==> src/rtl/fruit_pkg.sv <==
// Shared types and constants for the fruit launch scheduler.
// State encoding, LFSR seed/taps and launch-parameter field layout.
package fruit_pkg;

  typedef enum logic [2:0] {
    S_IDLE,
    S_GAP,
    S_PICK,
    S_LAUNCH,
    S_OVER
  } state_e;

  localparam logic [15:0] LFSR_SEED = 16'hACE1;
  localparam logic [15:0] LFSR_TAPS = 16'hB400;

  localparam int XS_W  = 10;
  localparam int INC_W = 11;

  localparam int XSTART_BASE = 64;
  localparam int X_CENTER    = 320;
  localparam int INC_BASE    = 4;

  function automatic logic [15:0] lfsr_next(
    input logic [15:0] s
  );
    lfsr_next = {1'b0, s[15:1]} ^ (s[0] ? LFSR_TAPS : 16'h0000);
  endfunction

endpackage

==> src/rtl/fruit_launcher_if.sv <==
// Game-control and fruit-slot signals of the launcher.
// slave = launcher side, master = game / fruit side.
interface fruit_launcher_if #(
  parameter int N_SLOTS = 4
);
  logic                   game_enable;
  logic [N_SLOTS-1:0]     offstage;
  logic [N_SLOTS-1:0]     sliced;
  logic [N_SLOTS-1:0]     slot_reset;
  logic [10*N_SLOTS-1:0]  slot_xstart;
  logic [11*N_SLOTS-1:0]  slot_inc;
  logic [11*N_SLOTS-1:0]  slot_xinc;
  logic [N_SLOTS-1:0]     slot_negate;
  logic [N_SLOTS-1:0]     busy;
  logic [3:0]             miss_count;
  logic [7:0]             launched_count;
  logic                   game_over;

  modport slave (
    input  game_enable, offstage, sliced,
    output slot_reset, slot_xstart, slot_inc,
    output slot_xinc, slot_negate, busy,
    output miss_count, launched_count, game_over
  );

  modport master (
    output game_enable, offstage, sliced,
    input  slot_reset, slot_xstart, slot_inc,
    input  slot_xinc, slot_negate, busy,
    input  miss_count, launched_count, game_over
  );
endinterface

==> src/rtl/fruit_lfsr.sv <==
// Free-running 16-bit Galois LFSR feeding launch parameters.
// Restarts from the seed on asynchronous reset.
module fruit_lfsr
  import fruit_pkg::*;
(
  input  logic        clk_i,
  input  logic        rst_ni,
  output logic [15:0] state_o
);

  logic [15:0] lfsr_q;
  logic [15:0] lfsr_d;

  // next value: one Galois shift per frame
  always_comb begin
    lfsr_d = lfsr_next(lfsr_q);
  end

  // state register, seeded on reset
  always_ff @(posedge clk_i or negedge rst_ni) begin
    if (!rst_ni) lfsr_q <= LFSR_SEED;
    else         lfsr_q <= lfsr_d;
  end

  assign state_o = lfsr_q;

endmodule

==> src/rtl/fruit_launcher.sv <==
// Shares N_SLOTS fruit instances between timed launches.
// Picks the lowest free slot, tracks releases, misses and game over.
module fruit_launcher
  import fruit_pkg::*;
#(
  parameter int N_SLOTS    = 4,
  parameter int LAUNCH_GAP = 60,
  parameter int MAX_MISS   = 3
) (
  input  logic             frame_clk,
  input  logic             Reset_n,
  fruit_launcher_if.slave  bus
);

  localparam int GW = (LAUNCH_GAP > 1) ? $clog2(LAUNCH_GAP) : 1;
  localparam int SW = (N_SLOTS > 1) ? $clog2(N_SLOTS) : 1;

  function automatic logic [SW-1:0] lowest_free(
    input logic [N_SLOTS-1:0] free
  );
    lowest_free = '0;
    for (int i = N_SLOTS - 1; i >= 0; i--) begin
      if (free[i]) lowest_free = SW'(i);
    end
  endfunction

  state_e                          state_q, state_d;
  logic [GW-1:0]                   gap_q, gap_d;
  logic [SW-1:0]                   sel_q, sel_d;
  logic [N_SLOTS-1:0]              busy_q, busy_d;
  logic [N_SLOTS-1:0]              sres_q;
  logic [3:0]                      miss_q, miss_d;
  logic [7:0]                      launched_q, launched_d;
  logic [N_SLOTS-1:0][XS_W-1:0]    xs_q, xs_d;
  logic [N_SLOTS-1:0][INC_W-1:0]   inc_q, inc_d;
  logic [N_SLOTS-1:0][INC_W-1:0]   xinc_q, xinc_d;
  logic [N_SLOTS-1:0]              neg_q, neg_d;

  logic [15:0]          lfsr;
  logic                 unused_lfsr;
  logic [N_SLOTS-1:0]   rel;
  logic [N_SLOTS-1:0]   missv;
  logic [7:0]           nmiss;
  logic [7:0]           miss_sum;
  logic [3:0]           miss_sat;
  logic [SW-1:0]        pick_sel;
  logic [XS_W-1:0]      pk_xs;
  logic [INC_W-1:0]     pk_inc;
  logic [INC_W-1:0]     pk_xinc;
  logic                 pk_neg;

  fruit_lfsr u_lfsr (
    .clk_i   (frame_clk),
    .rst_ni  (Reset_n),
    .state_o (lfsr)
  );

  assign unused_lfsr = ^lfsr[15:13];

  assign rel      = busy_q & (bus.sliced | bus.offstage);
  assign missv    = busy_q & bus.offstage & ~bus.sliced;
  assign pick_sel = lowest_free(~busy_q);

  assign pk_xs   = XS_W'(XSTART_BASE) + {1'b0, lfsr[8:0]};
  assign pk_inc  = INC_W'(INC_BASE)
                 + {{(INC_W-2){1'b0}}, lfsr[10:9]};
  assign pk_xinc = {{(INC_W-2){1'b0}}, lfsr[12:11]};
  assign pk_neg  = pk_xs >= XS_W'(X_CENTER);

  // misses this frame, added to the count with saturation at 15
  always_comb begin
    nmiss = '0;
    for (int i = 0; i < N_SLOTS; i++) begin
      nmiss = nmiss + {7'b0, missv[i]};
    end
    miss_sum = {4'b0, miss_q} + nmiss;
    miss_sat = (miss_sum > 8'd15) ? 4'd15 : miss_sum[3:0];
  end

  // next-state, slot bookkeeping and parameter capture
  always_comb begin
    state_d    = state_q;
    gap_d      = gap_q;
    sel_d      = sel_q;
    busy_d     = busy_q;
    miss_d     = miss_q;
    launched_d = launched_q;
    xs_d       = xs_q;
    inc_d      = inc_q;
    xinc_d     = xinc_q;
    neg_d      = neg_q;
    if (state_q == S_IDLE) begin
      busy_d     = '0;
      miss_d     = '0;
      launched_d = '0;
      if (bus.game_enable) begin
        gap_d   = GW'(LAUNCH_GAP - 1);
        state_d = S_GAP;
      end
    end else if (state_q == S_OVER) begin
      busy_d = '0;
      if (!bus.game_enable) state_d = S_IDLE;
    end else if (!bus.game_enable) begin
      busy_d  = '0;
      state_d = S_IDLE;
    end else if (miss_sat >= 4'(MAX_MISS)) begin
      busy_d  = '0;
      miss_d  = miss_sat;
      state_d = S_OVER;
    end else begin
      busy_d = busy_q & ~rel;
      miss_d = miss_sat;
      unique case (state_q)
        S_GAP: begin
          if (gap_q == '0) state_d = S_PICK;
          else             gap_d   = gap_q - GW'(1);
        end
        S_PICK: begin
          if (|(~busy_q)) begin
            sel_d           = pick_sel;
            xs_d[pick_sel]  = pk_xs;
            inc_d[pick_sel] = pk_inc;
            xinc_d[pick_sel]= pk_xinc;
            neg_d[pick_sel] = pk_neg;
            state_d         = S_LAUNCH;
          end
        end
        S_LAUNCH: begin
          busy_d[sel_q] = 1'b1;
          launched_d    = launched_q + 8'd1;
          gap_d         = GW'(LAUNCH_GAP - 1);
          state_d       = S_GAP;
        end
        default: state_d = S_IDLE;
      endcase
    end
  end

  // state and slot registers; fruit Reset follows ~busy a frame late
  always_ff @(posedge frame_clk or negedge Reset_n) begin
    if (!Reset_n) begin
      state_q    <= S_IDLE;
      gap_q      <= '0;
      sel_q      <= '0;
      busy_q     <= '0;
      sres_q     <= '1;
      miss_q     <= '0;
      launched_q <= '0;
      xs_q       <= '0;
      inc_q      <= '0;
      xinc_q     <= '0;
      neg_q      <= '0;
    end else begin
      state_q    <= state_d;
      gap_q      <= gap_d;
      sel_q      <= sel_d;
      busy_q     <= busy_d;
      sres_q     <= ~busy_q;
      miss_q     <= miss_d;
      launched_q <= launched_d;
      xs_q       <= xs_d;
      inc_q      <= inc_d;
      xinc_q     <= xinc_d;
      neg_q      <= neg_d;
    end
  end

  assign bus.slot_reset     = sres_q;
  assign bus.slot_xstart    = xs_q;
  assign bus.slot_inc       = inc_q;
  assign bus.slot_xinc      = xinc_q;
  assign bus.slot_negate    = neg_q;
  assign bus.busy           = busy_q;
  assign bus.miss_count     = miss_q;
  assign bus.launched_count = launched_q;
  assign bus.game_over      = (state_q == S_OVER);

endmodule

==> src/flat_wrapper.sv <==
// flat-port wrapper written by rule: the top's interface ports become plain ports
module fruit_launcher_flat import fruit_pkg::*;
#(
  parameter int N_SLOTS    = 4,
  parameter int LAUNCH_GAP = 60,
  parameter int MAX_MISS   = 3
)
  (frame_clk, Reset_n, bus_game_enable, bus_offstage, bus_sliced, bus_slot_reset, bus_slot_xstart, bus_slot_inc, bus_slot_xinc, bus_slot_negate, bus_busy, bus_miss_count, bus_launched_count, bus_game_over);
  fruit_launcher_if #(.N_SLOTS(N_SLOTS)) bus_i ();
  input  logic frame_clk;
  input  logic Reset_n;
  input wire logic [$bits(bus_i.game_enable)-1:0] bus_game_enable;
  input wire logic [$bits(bus_i.offstage)-1:0] bus_offstage;
  input wire logic [$bits(bus_i.sliced)-1:0] bus_sliced;
  output wire logic [$bits(bus_i.slot_reset)-1:0] bus_slot_reset;
  output wire logic [$bits(bus_i.slot_xstart)-1:0] bus_slot_xstart;
  output wire logic [$bits(bus_i.slot_inc)-1:0] bus_slot_inc;
  output wire logic [$bits(bus_i.slot_xinc)-1:0] bus_slot_xinc;
  output wire logic [$bits(bus_i.slot_negate)-1:0] bus_slot_negate;
  output wire logic [$bits(bus_i.busy)-1:0] bus_busy;
  output wire logic [$bits(bus_i.miss_count)-1:0] bus_miss_count;
  output wire logic [$bits(bus_i.launched_count)-1:0] bus_launched_count;
  output wire logic [$bits(bus_i.game_over)-1:0] bus_game_over;
  assign bus_i.game_enable = bus_game_enable;
  assign bus_i.offstage = bus_offstage;
  assign bus_i.sliced = bus_sliced;
  assign bus_slot_reset = bus_i.slot_reset;
  assign bus_slot_xstart = bus_i.slot_xstart;
  assign bus_slot_inc = bus_i.slot_inc;
  assign bus_slot_xinc = bus_i.slot_xinc;
  assign bus_slot_negate = bus_i.slot_negate;
  assign bus_busy = bus_i.busy;
  assign bus_miss_count = bus_i.miss_count;
  assign bus_launched_count = bus_i.launched_count;
  assign bus_game_over = bus_i.game_over;
  fruit_launcher #(.N_SLOTS(N_SLOTS), .LAUNCH_GAP(LAUNCH_GAP), .MAX_MISS(MAX_MISS)) u_core (.frame_clk(frame_clk), .Reset_n(Reset_n), .bus(bus_i));
endmodule
==> config.mk <==
export PLATFORM = sky130hd
export DESIGN_NAME = fruit_launcher_flat
export DESIGN_NICKNAME = d
export VERILOG_FILES = /design/src/rtl/fruit_pkg.sv /design/src/rtl/fruit_launcher_if.sv /design/src/rtl/fruit_lfsr.sv /design/src/rtl/fruit_launcher.sv /design/src/flat_wrapper.sv
export SDC_FILE = /design/constraint.sdc
export NUM_CORES = 1
export LEC_CHECK = 0
export ABC_AREA = 1
export BUFFER_PORTS_ARGS = -buffer_cell sky130_fd_sc_hd__buf_2
export CAP_MARGIN = 20
export CORE_MARGIN = 1
export CORE_UTILIZATION = 52
export CTS_CLUSTER_DIAMETER = 120
export DETAILED_ROUTE_END_ITERATION = 8
export GPL_TIMING_DRIVEN = 1
export PLACE_DENSITY = 0.77
export SLEW_MARGIN = 20
export SYNTH_ARGS = -nofsm -noshare
export SYNTH_HDL_FRONTEND = slang
export SYNTH_SLANG_ARGS = --single-unit
==> constraint.sdc <==
create_clock -name frame_clk -period 4.2 [get_ports frame_clk]
set_input_delay 0.84 -clock frame_clk [delete_from_list [all_inputs] [get_ports frame_clk]]
set_output_delay 0.84 -clock frame_clk [all_outputs]
set_load 0.05 [all_outputs]
==> key figures, run 1 <==
Synth
  • Mapped Avg Cell Area: 8.766 um2
  • EDFF count, synth: 0
  • Most numerous cell in the Yosys netlist: nand2_1
  • Yosys top cell area share: 44.09%
  • Synth async-reset ratio: between 90% and 100%
  • Mapped Cells: roughly 640
  • Mapped Area: 0.005619 mm2
  • Count of cell types in the netlist: 31
  • Most used DFF post-synth: dfrtp_1
  • Post-synth top cells: nand2_1 (202), dfrtp_1 (99), nand3_1 (93), buf_4 (68), inv_1 (42)
  • Register area share after synthesis: slightly below 50%
  • YS warnings: 0
  • Synth area leaders: dfrtp_1 (44%), nand2_1 (13%), buf_4 (9.1%)
  • Leading area contributor after synthesis: dfrtp_1
  • Register bit count reported by yosys: between 100 and 150

Run
  • Max_cap viols: 0

Floorplan
  • Initial core utilization: a little over half
  • Core area: around 0.010 mm2
  • Die height: approximately 110 um
  • Die outline width: ~110 um
  • FP Rows: 37
  • IO Count: around 160
  • Die area: around 0.011 mm2

Cells and area
  • Layout cells sized above 1: about a fifth
  • Antenna cell count: 0
  • Final Net Count: between 700 and 800
  • Utilization after layout: about three fifths
  • Area grow syn2layout: 8.996%

Global routing
  • Vias in the first global route: around 4100
  • GRT overflow: 0
  • Initial antenna violation count: 0
  • Global-route usage over all layers: between 20% and 30%
  • First-pass GRT wire length: 20030 um
  • Pin count of the biggest net entering global routing: approximately 70

Critical path
  • Worst Path Required: around 4.5 ns
  • Max FO, Critical Path: 12
  • CP Launch Type: primary input
  • Crit Path Category: primary input to flip-flop
  • Worst EP arrival: 3.90 ns
  • Cells on worst reg2reg path: 15
  • Worst r2r src: u_core.bus.busy[1]
  • CP Capture Type: flip-flop
  • Worst R2R Setup Slack: 0.69 ns
  • Worst reg2reg path endpoint: u_core.bus.busy[0]

STA
  • Slew Viols, Final: 0
  • Final setup viols: 0
  • Top achievable clock speed: 0.2774 GHz
  • Post-layout min period: roughly 3.6 ns
  • Rel. slew slack: a little over two fifths
  • RSZ-0062 raised after global routing: no
  • Transition time of the tightest slew-check pin: around 0.85 ns
  • Final hold violations: 0
  • Setup Skew: approximately 0.018 ns
  • Period utilisation layout: a little under nine tenths
  • Post-Route Setup TNS: 0 ns

Clocking
  • Later-pin clock latency in the skew report: around 0.37 ns
  • Post-CTS Setup Inserts: 0
  • CTS-repair resized insts: 0
  • CTS sink cnt: around 110
  • CTS buffer count: 9
  • H-tree Lvls: 3
  • CTS root buf: clkbuf_8
  • CTS tree: done
  • # hold bufs at CTS: 0
  • Clock Pin Slew Worst Setup and Hold Paths: 0.11 ns
  • Clock Tree Buf Depth: 2

Detailed routing
  • DR vias/cell: between 4 and 5
  • DR DRC count: 0
  • WL/cell: roughly 14 um
  • Vias: 4311
  • Total wire length: between 10000 and 15000 um
  • DR pass1 iterations: 5
  • First-iteration detailed-routing DRC count: 227
  • Detail Route Antenna Nets: 0

Pwr
  • Leak Pwr: roughly 3.7 nW
  • Worst vdd ir: 0.0002005 V
  • Pwr/cell area: approximately 390 mW/mm2

Hold path
  • Hold path depth: 0
  • Hold endpoint: u_core.u_lfsr.state_o[5]
  • HP Start: u_core.u_lfsr.state_o[6]
  • Hold Path Class: flip-flop to flip-flop

Placement
  • Port bufs: 95
  • Routability Congestion: around 0.84
  • Post-detail-place hpwl: 8497 um

Outcome
  • Outcome: completed
report_power, final:
group | total [W] | switching (W) | internal [W]
Combinational | 0.000597 | 0.000466 | 0.000131
Sequential | 0.00118 | 0.0000551 | 0.00112
Clock | 0.000640 | 0.000393 | 0.000247
metal layers:
metal / vias to the layer above / global-route usage (%) / part of all wire, %
met1: 2081 / 30.47 / 45
li1: 2072 / - / -
met2: 144 / 38.00 / 50
met3: 14 / 3.311 / 4.7
met5: - / 0 / 0
met4: 0 / 5.853 / 0.95
sequential cells by signal, summed over array words and instances, names as in the netlist, 6 cells and up:
name	flops
u_core.bus.slot_xstart	40
u_core.u_lfsr.state_o	16
u_core.bus.slot_inc	12
u_core.gap_q	6
u_core.bus.slot_xinc	8
u_core.bus.launched_count	8
cells by family after synthesis:
group | count (synthesis) | share of synthesized area [%]
other | 1 | 0.06674
XOR/XNOR | 11 | 1.714
buffers and inverters | 135 | 14.54
flip-flops | 111 | 49.70
AO/OA/AOI/OAI | 24 | 2.227
adder cells (fa/ha/maj) | 12 | 2.939
AND/OR/NAND/NOR | 347 | 28.81
placed cells by master, fill, tap and decap left out, types with 2 or more instances in the layout:
cell type / synthesis / routed
a21oi_1: 3 / 3
buf_2: 8 / 94
buf_4: 68 / 4
clkbuf_8: 0 / 10
clkinv_4: 0 / 3
conb_1: 1 / 68
dfrtp_1: 99 / 99
dfstp_2: 12 / 12
fa_1: 2 / 2
ha_1: 10 / 10
inv_1: 42 / 42
inv_2: 6 / 6
nand2_1: 202 / 202
nand3_1: 93 / 93
nand4_1: 2 / 2
nand4_4: 4 / 4
nor2_1: 23 / 23
nor2_2: 5 / 5
nor2_8: 4 / 4
nor3_1: 7 / 7
o21ai_0: 16 / 16
o21ai_1: 2 / 2
o22ai_1: 2 / 2
or2_2: 3 / 3
xnor2_1: 4 / 4
xor2_1: 7 / 7
worst max-delay path, stage by stage:
cell and delay (ns):
buf_2 0.10, nand2_1 0.05, nor2_1 0.05, ha_1 0.27
inv_1 0.05, fa_1 0.51, inv_1 0.05, ha_1 0.22
fa_1 0.40, nand2_1 0.13, nand3_1 0.12, nand2_1 0.11
nand2_1 0.13, nor2_8 0.21, nand3_1 0.38, o21ai_0 0.29
cell type report:
class,instances,area [um2]
Clock inverter,6,62.56
Clock buffer,10,137.6
Timing Repair Buffer,99,520.5
Multi-Input combinational cell,462,2261
Inverter,48,180.2
Fill cell,947,4292
Sequential cell,111,2793
Tap cell,136,170.2
worst max-delay path by stage:
stage / from / end
2_1_floorplan: bus_offstage[1] / u_core.bus.slot_inc[11]
3_3_place_gp: bus_offstage[0] / u_core.bus.busy[3]
3_5_place_dp: bus_offstage[0] / u_core.bus.busy[0]
4_1_cts: bus_offstage[0] / u_core.bus.busy[0]
5_1_grt: bus_offstage[0] / u_core.bus.busy[0]
6_report: bus_offstage[0] / u_core.bus.busy[0]
stage by stage:
step	area [um2]	setup WS, ns	power [W]	hold slack (ns)	std cells
after floorplan	5871	0.7360	0.001739	0.3533	708
after global placement	5924	0.3556	0.001768	0.3726	856
after detailed placement	5924	0.2110	0.001790	0.3795	856
after CTS	6125	0.6060	0.002424	0.3952	872
after global routing	6125	0.3446	0.002543	0.4052	872
final	6125	0.5946	0.002416	0.3957	872
Note: power is estimated with default switching activity, not from simulation.
==> inputs of run 2 (changes only) <==
CORE_ASPECT_RATIO = 1.2   (was unset)
MAX_ROUTING_LAYER = met4   (was unset)
==> run 2 against run 1 <==
Effect of this change: sequential cell count unchanged; via count increased by 1.5%; register-to-register slack got worse by 0.08 ns; highest routed layer unchanged.
==> key figures, run 2 (same netlist as run 1, synthesis figures left out) <==
STA
  • Final hold violations: 0 (unchanged)
  • Top achievable clock speed: 0.2709 GHz (-2.3%)
  • Slew Viols, Final: 0 (unchanged)
  • Transition time of the tightest slew-check pin: 0.8203 ns (-0.02607 ns)
  • Rel. slew slack: 45.31% (+1.7 points)
  • Post-layout min period: 3.691 ns (+0.08580 ns)
  • Final setup viols: 0 (unchanged)
  • Final hold slack: 0.3908 ns (-0.004947 ns)
  • Period utilisation layout: 87.89% (+2.0 points)
  • Setup Skew: 0.007653 ns (-0.01049 ns)
  • Post-Route Setup TNS: 0 ns (unchanged)
  • RSZ-0062 raised after global routing: no

Pwr
  • Worst vdd ir: 0.0002050 V (+2.3%)
  • Leak Pwr: 3.706 nW (+1.5%)
  • Sw Ratio: 33.26% (-4.6 points)
  • Sequential share of power: 43.3% (-5.5 points)
  • Logic pwr share: 22.0% (-2.7 points)
  • Clk pwr share: 34.7% (+8.2 points)
  • Total power: 0.002717 W (+12%)
  • Int Power: 0.001814 W (+21%)
  • Switching Power: 0.0009038 W (-1.1%)
  • Pwr/cell area: 435.0 mW/mm2 (+10%)

Detailed routing
  • DR DRC count: 0 (unchanged)
  • DR pass1 iterations: 4 (-1)
  • Detail Route Antenna Nets: 0 (unchanged)
  • Total wire length: 12200 um (+2.1%)
  • Vias: 4377 (+1.5%)
  • DR vias/cell: 5.066 (+2.5%)
  • WL/cell: 14.12 um (+3.1%)
  • First-iteration detailed-routing DRC count: 225 (-0.88%)

Cells and area
  • Final Net Count: 753 (-0.13%)
  • Most common cell after layout, fill and taps aside: nand2_1
  • Max reg flops: 40 (unchanged)
  • Area grow syn2layout: 11.18%
  • Layout cells sized above 1: 20.54% (-0.11 points)
  • Most frequent cells in the layout: nand2_1 (202), dfrtp_1 (99), buf_2 (94)
  • Antenna cell count: 0 (unchanged)

Floorplan
  • Die outline width: 96.90 um (-8.5%)
  • Core area: 0.01052 mm2 (+0.96%)
  • Initial core utilization: 53.43% (-0.51 points)
  • Die height: 115.9 um (+9.4%)
  • Die area: 0.01123 mm2 (about the same)
  • IO Count: 164 (unchanged)
  • FP Rows: 41 (+11%)

Run
  • Max_cap viols: 0 (unchanged)

Clocking
  • Clock Tree Buf Depth: 2 (unchanged)
  • CTS sink cnt: 111 (unchanged)
  • CTS root buf: clkbuf_16
  • H-tree Lvls: 3 (unchanged)
  • Post-CTS Setup Inserts: 0 (unchanged)
  • Later-pin clock latency in the skew report: 0.35 ns (-0.02 ns)
  • CTS tree: done
  • Clock Pin Slew Worst Setup and Hold Paths: 0.07 ns (-0.04 ns)
  • CTS buffer count: 9 (unchanged)
  • CTS-repair resized insts: 0 (unchanged)
  • # hold bufs at CTS: 0 (unchanged)

Outcome
  • Outcome: completed

Global routing
  • GRT overflow: 0 (unchanged)
  • First-pass GRT wire length: 19980 um (-0.24%)
  • Vias in the first global route: 4196 (+1.2%)
  • Initial antenna violation count: 0 (unchanged)
  • Global-route usage over all layers: 23.19% (+0.71 points)
  • Pin count of the biggest net entering global routing: 90 (+30%)

Critical path
  • Max FO, Critical Path: 21 (+9)
  • CP Capture Type: flip-flop
  • Worst EP arrival: 3.97 ns (+0.07 ns)
  • Worst Path Required: 4.48 ns (about the same)
  • Crit Path Category: primary input to flip-flop
  • CP Launch Type: primary input
  • Worst Setup SP: bus_offstage[1]
  • Worst r2r src: u_core.bus.busy[1]

Hold path
  • HP Start: u_core.u_lfsr.state_o[7]
  • Hold Path Class: flip-flop to flip-flop

Placement
  • Routability Congestion: 0.9019 (+8.0%)
  • Port bufs: 95 (unchanged)
  • Post-detail-place hpwl: 8807 um (+3.7%)
[run 2: cell types whose count changed in the layout (fill, tap and decap cells not counted), sizes merged]
cell / before / now
buf: 99 / 98
bufinv: 0 / 2
clkbuf: 10 / 12
clkinv: 4 / 0
clkinvlp: 0 / 1
inv: 50 / 49
[run 2: worst max-delay path, stage by stage]
cell     delay, ns
buf_2         0.10
nand2_1       0.06
nor2_1        0.06
ha_1          0.27
inv_1         0.05
fa_1          0.49
inv_1         0.04
ha_1          0.21
fa_1          0.39
nand2_1       0.12
nand3_1       0.11
inv_1         0.08
nand2_1       0.06
nand2_1       0.20
nand3_4       0.15
nor2_8        0.24
buf_4         0.28
nand3_1       0.10
nand2_1       0.11
[run 2: per-stage QoR]
step	cells	setup slack (ns)	util, %	instance area, um2
after floorplan	708	0.7360	-	5871
after global placement	848	0.2735	56.18	5908
after detailed placement	848	0.1642	56.20	5911
after CTS	864	0.5315	59.37	6243
after global routing	864	0.2374	59.41	6247
final	864	0.5088	59.41	6247
[run 2: layer usage]
layer	vias up	track usage (%)	wire [um]
li1	2073	-	-
met2	148	38.54	6344
met4	0	9.950	199
met3	22	3.317	594
met5	-	-	0
met1	2134	28.55	5059
[run 2: worst paths after layout]
path / end / slack, ns / cells after the start
worst max-delay path: u_core.bus.slot_xstart[9] / 0.51 / 19
worst min-delay path: u_core.u_lfsr.state_o[6] / 0.39 / 0
worst max register to register: u_core.bus.slot_xstart[9] / 0.61 / 18
worst min register to register: u_core.u_lfsr.state_o[6] / 0.39 / 0
max in group asynchronous: u_core.u_lfsr.state_o[7] / 2.74 / 2
min in group asynchronous: u_core.gap_q[2] / 0.53 / 1
[run 2: area by class of cell]
class | count | area (um2)
clock buffer | 12 | 256.5
clock inverter | 4 | 76.32
fill | 913 | 4269
inverter | 48 | 180.2
multi-input combinational | 462 | 2263
sequential | 111 | 2793
tap | 129 | 161.4
timing repair buffer | 98 | 516.7
[run 2: power groups by stage]
stage	sequential, W	combinational [W]	clock (W)
3_3_place_gp	0.00119	0.000578	0
5_1_grt	0.00119	0.000666	0.000988
3_5_place_dp	0.00119	0.000593	0
6_report	0.00118	0.000597	0.000942
2_1_floorplan	0.00121	0.000530	0
4_1_cts	0.00118	0.000598	0.000959
==> inputs of run 3 (changes only) <==
PLACE_DENSITY = unset   (was 0.77)
PLACE_DENSITY_LB_ADDON = 0.3   (was unset)
==> run 3 against run 2 <==
Effect of this change: first-iteration DRC count up 15%; total power down 2.3%; sequential share of layout area up 0.081 points; non-clock buffer count unchanged; critical path type unchanged.
==> key figures, run 3 (same netlist as run 1, synthesis figures left out) <==
Detailed routing
  • WL/cell: 13.90 um (-1.5%)
  • Detail Route Antenna Nets: 0 (unchanged)
  • DR vias/cell: 4.966 (-2.0%)
  • Total wire length: 12010 um (-1.5%)
  • First-iteration detailed-routing DRC count: 258 (+15%)
  • DR DRC count: 0 (unchanged)
  • Vias: 4291 (-2.0%)
  • DR pass1 iterations: 5 (+1)

STA
  • Transition time of the tightest slew-check pin: 0.7775 ns (-0.04282 ns)
  • Rel. slew slack: 48.17% (+2.9 points)
  • Final setup viols: 0 (unchanged)
  • Post-Route Setup TNS: 0 ns (unchanged)
  • RSZ-0062 raised after global routing: no
  • Top achievable clock speed: 0.2779 GHz (+2.6%)
  • Final hold violations: 0 (unchanged)
  • Slew Viols, Final: 0 (unchanged)
  • Period utilisation layout: 85.67% (-2.2 points)
  • Final hold slack: 0.3840 ns (-0.006738 ns)
  • Post-layout min period: 3.598 ns (-0.09295 ns)
  • Setup Skew: 0.008974 ns (+0.001321 ns)

Clocking
  • CTS root buf: clkbuf_16
  • Clock Pin Slew Worst Setup and Hold Paths: 0.07 ns (about the same)
  • # hold bufs at CTS: 0 (unchanged)
  • H-tree Lvls: 3 (unchanged)
  • Clock Tree Buf Depth: 2 (unchanged)
  • CTS buffer count: 9 (unchanged)
  • CTS sink cnt: 111 (unchanged)
  • CTS tree: done
  • Later-pin clock latency in the skew report: 0.35 ns (about the same)
  • CTS-repair resized insts: 0 (unchanged)
  • Post-CTS Setup Inserts: 0 (unchanged)

Cells and area
  • Max reg flops: 40 (unchanged)
  • Count of filler cells inserted in the layout: 935 (+2.4%)
  • Layout cells sized above 1: 20.54% (unchanged)
  • Final Net Count: 753 (unchanged)
  • Antenna cell count: 0 (unchanged)
  • Non-Filler Instances: 864 (unchanged)
  • Most common cell after layout, fill and taps aside: nand2_1
  • Most frequent cells in the layout: nand2_1 (202), dfrtp_1 (99), buf_2 (94)
  • Area grow syn2layout: 10.98%

Critical path
  • Max FO, Critical Path: 12 (-43%)
  • CP Launch Type: primary input
  • Worst Path Required: 4.43 ns (-0.05 ns)
  • Worst reg2reg path endpoint: u_core.bus.launched_count[1]
  • Cells on worst reg2reg path: 16 (-2)
  • Worst EP arrival: 3.83 ns (-0.14 ns)
  • Crit Path Category: primary input to flip-flop
  • Worst R2R Setup Slack: 0.72 ns (+0.11 ns)
  • Worst r2r src: u_core.bus.busy[1]
  • CP Capture Type: flip-flop

Floorplan
  • IO Count: 164 (unchanged)
  • Die outline width: 96.90 um (unchanged)
  • FP Rows: 41 (unchanged)
  • Initial core utilization: 53.43% (unchanged)
  • Die area: 0.01123 mm2 (unchanged)
  • Core area: 0.01052 mm2 (unchanged)
  • Die height: 115.9 um (unchanged)

Placement
  • Routability Congestion: 0.8992 (-0.30%)
  • Post-detail-place hpwl: 8607 um (-2.3%)
  • Port bufs: 95 (unchanged)
  • Cells after DPL: 848 (unchanged)

Hold path
  • Hold Path Class: flip-flop to flip-flop
  • Hold endpoint: u_core.u_lfsr.state_o[5]
  • Hold path depth: 0 (unchanged)
  • HP Start: u_core.u_lfsr.state_o[6]

Pwr
  • Pwr/cell area: 425.7 mW/mm2 (-2.1%)
  • Leak Pwr: 3.695 nW (-0.28%)
  • Worst vdd ir: 0.0002464 V (+20%)

Global routing
  • Pin count of the biggest net entering global routing: 88 (-2.2%)
  • First-pass GRT wire length: 19680 um (-1.5%)
  • Global-route usage over all layers: 22.80% (-0.39 points)
  • GRT overflow: 0 (unchanged)
  • Vias in the first global route: 3923 (-6.5%)
  • Initial antenna violation count: 0 (unchanged)

Outcome
  • Outcome: completed

Run
  • Max_cap viols: 0 (unchanged)
run 3: per-stage QoR:
step	power [W]	instance area, um2	worst slack [ns]	util [%]
5_1_grt	0.002793	6236	0.3232	59.30
6_report	0.002655	6236	0.6017	59.30
3_5_place_dp	0.001796	5921	0.2366	56.30
4_1_cts	0.002671	6230	0.5967	59.24
2_1_floorplan	0.001739	5871	0.7360	-
3_3_place_gp	0.001772	5921	0.3232	56.30
run 3: power breakdown:
part	internal [W]	leakage (nW)	switching, W	total (W)
Combinational	0.000135	2.08	0.000467	0.000602
Clock	0.000474	0.146	0.000404	0.000878
Sequential	0.00112	1.46	0.0000514	0.00117
run 3: cell type report:
class                   instances  area [um2]  share of cell area, %
multi-input cells             462        2263                  36.30
clock inverters                 6       80.08                  1.284
clock buffers                  10       229.0                  3.672
repair buffers                 98       529.3                  8.487
flip-flops and latches        111        2793                  44.78
inverters                      48       180.2                  2.889
well taps                     129       161.4                  2.588
run 3: how the worst max path moves through the flow:
stage,start,end,cells past startpoint
after floorplan,bus_offstage[1],u_core.bus.slot_inc[11],18
after global placement,bus_offstage[1],u_core.bus.busy[3],16
after detailed placement,bus_offstage[1],u_core.bus.launched_count[1],17
after CTS,bus_offstage[1],u_core.bus.launched_count[1],17
after global routing,bus_offstage[1],u_core.bus.busy[3],16
final,bus_offstage[1],u_core.bus.launched_count[1],17
run 3: worst max-delay path, cell delays in order:
cell and delay [ns]:
buf_2 0.11, nand2_1 0.06, nor2_1 0.04, ha_1 0.26, inv_1 0.05, fa_1 0.50
inv_1 0.04, ha_1 0.21, fa_1 0.38, nand2_1 0.11, nand2_1 0.06, nand2_1 0.11
nand3_2 0.13, nor2_8 0.24, nand3_1 0.40, nand3_1 0.21, nand2_1 0.07
run 3: layer usage:
layer / vias to the layer above / part of all wire [%] / track usage (%)
li1: 2078 / - / -
met1: 2078 / 44 / 29.86
met2: 124 / 50 / 37.42
met3: 11 / 5.0 / 3.619
met4: 0 / 1.0 / 5.771
met5: - / 0 / -
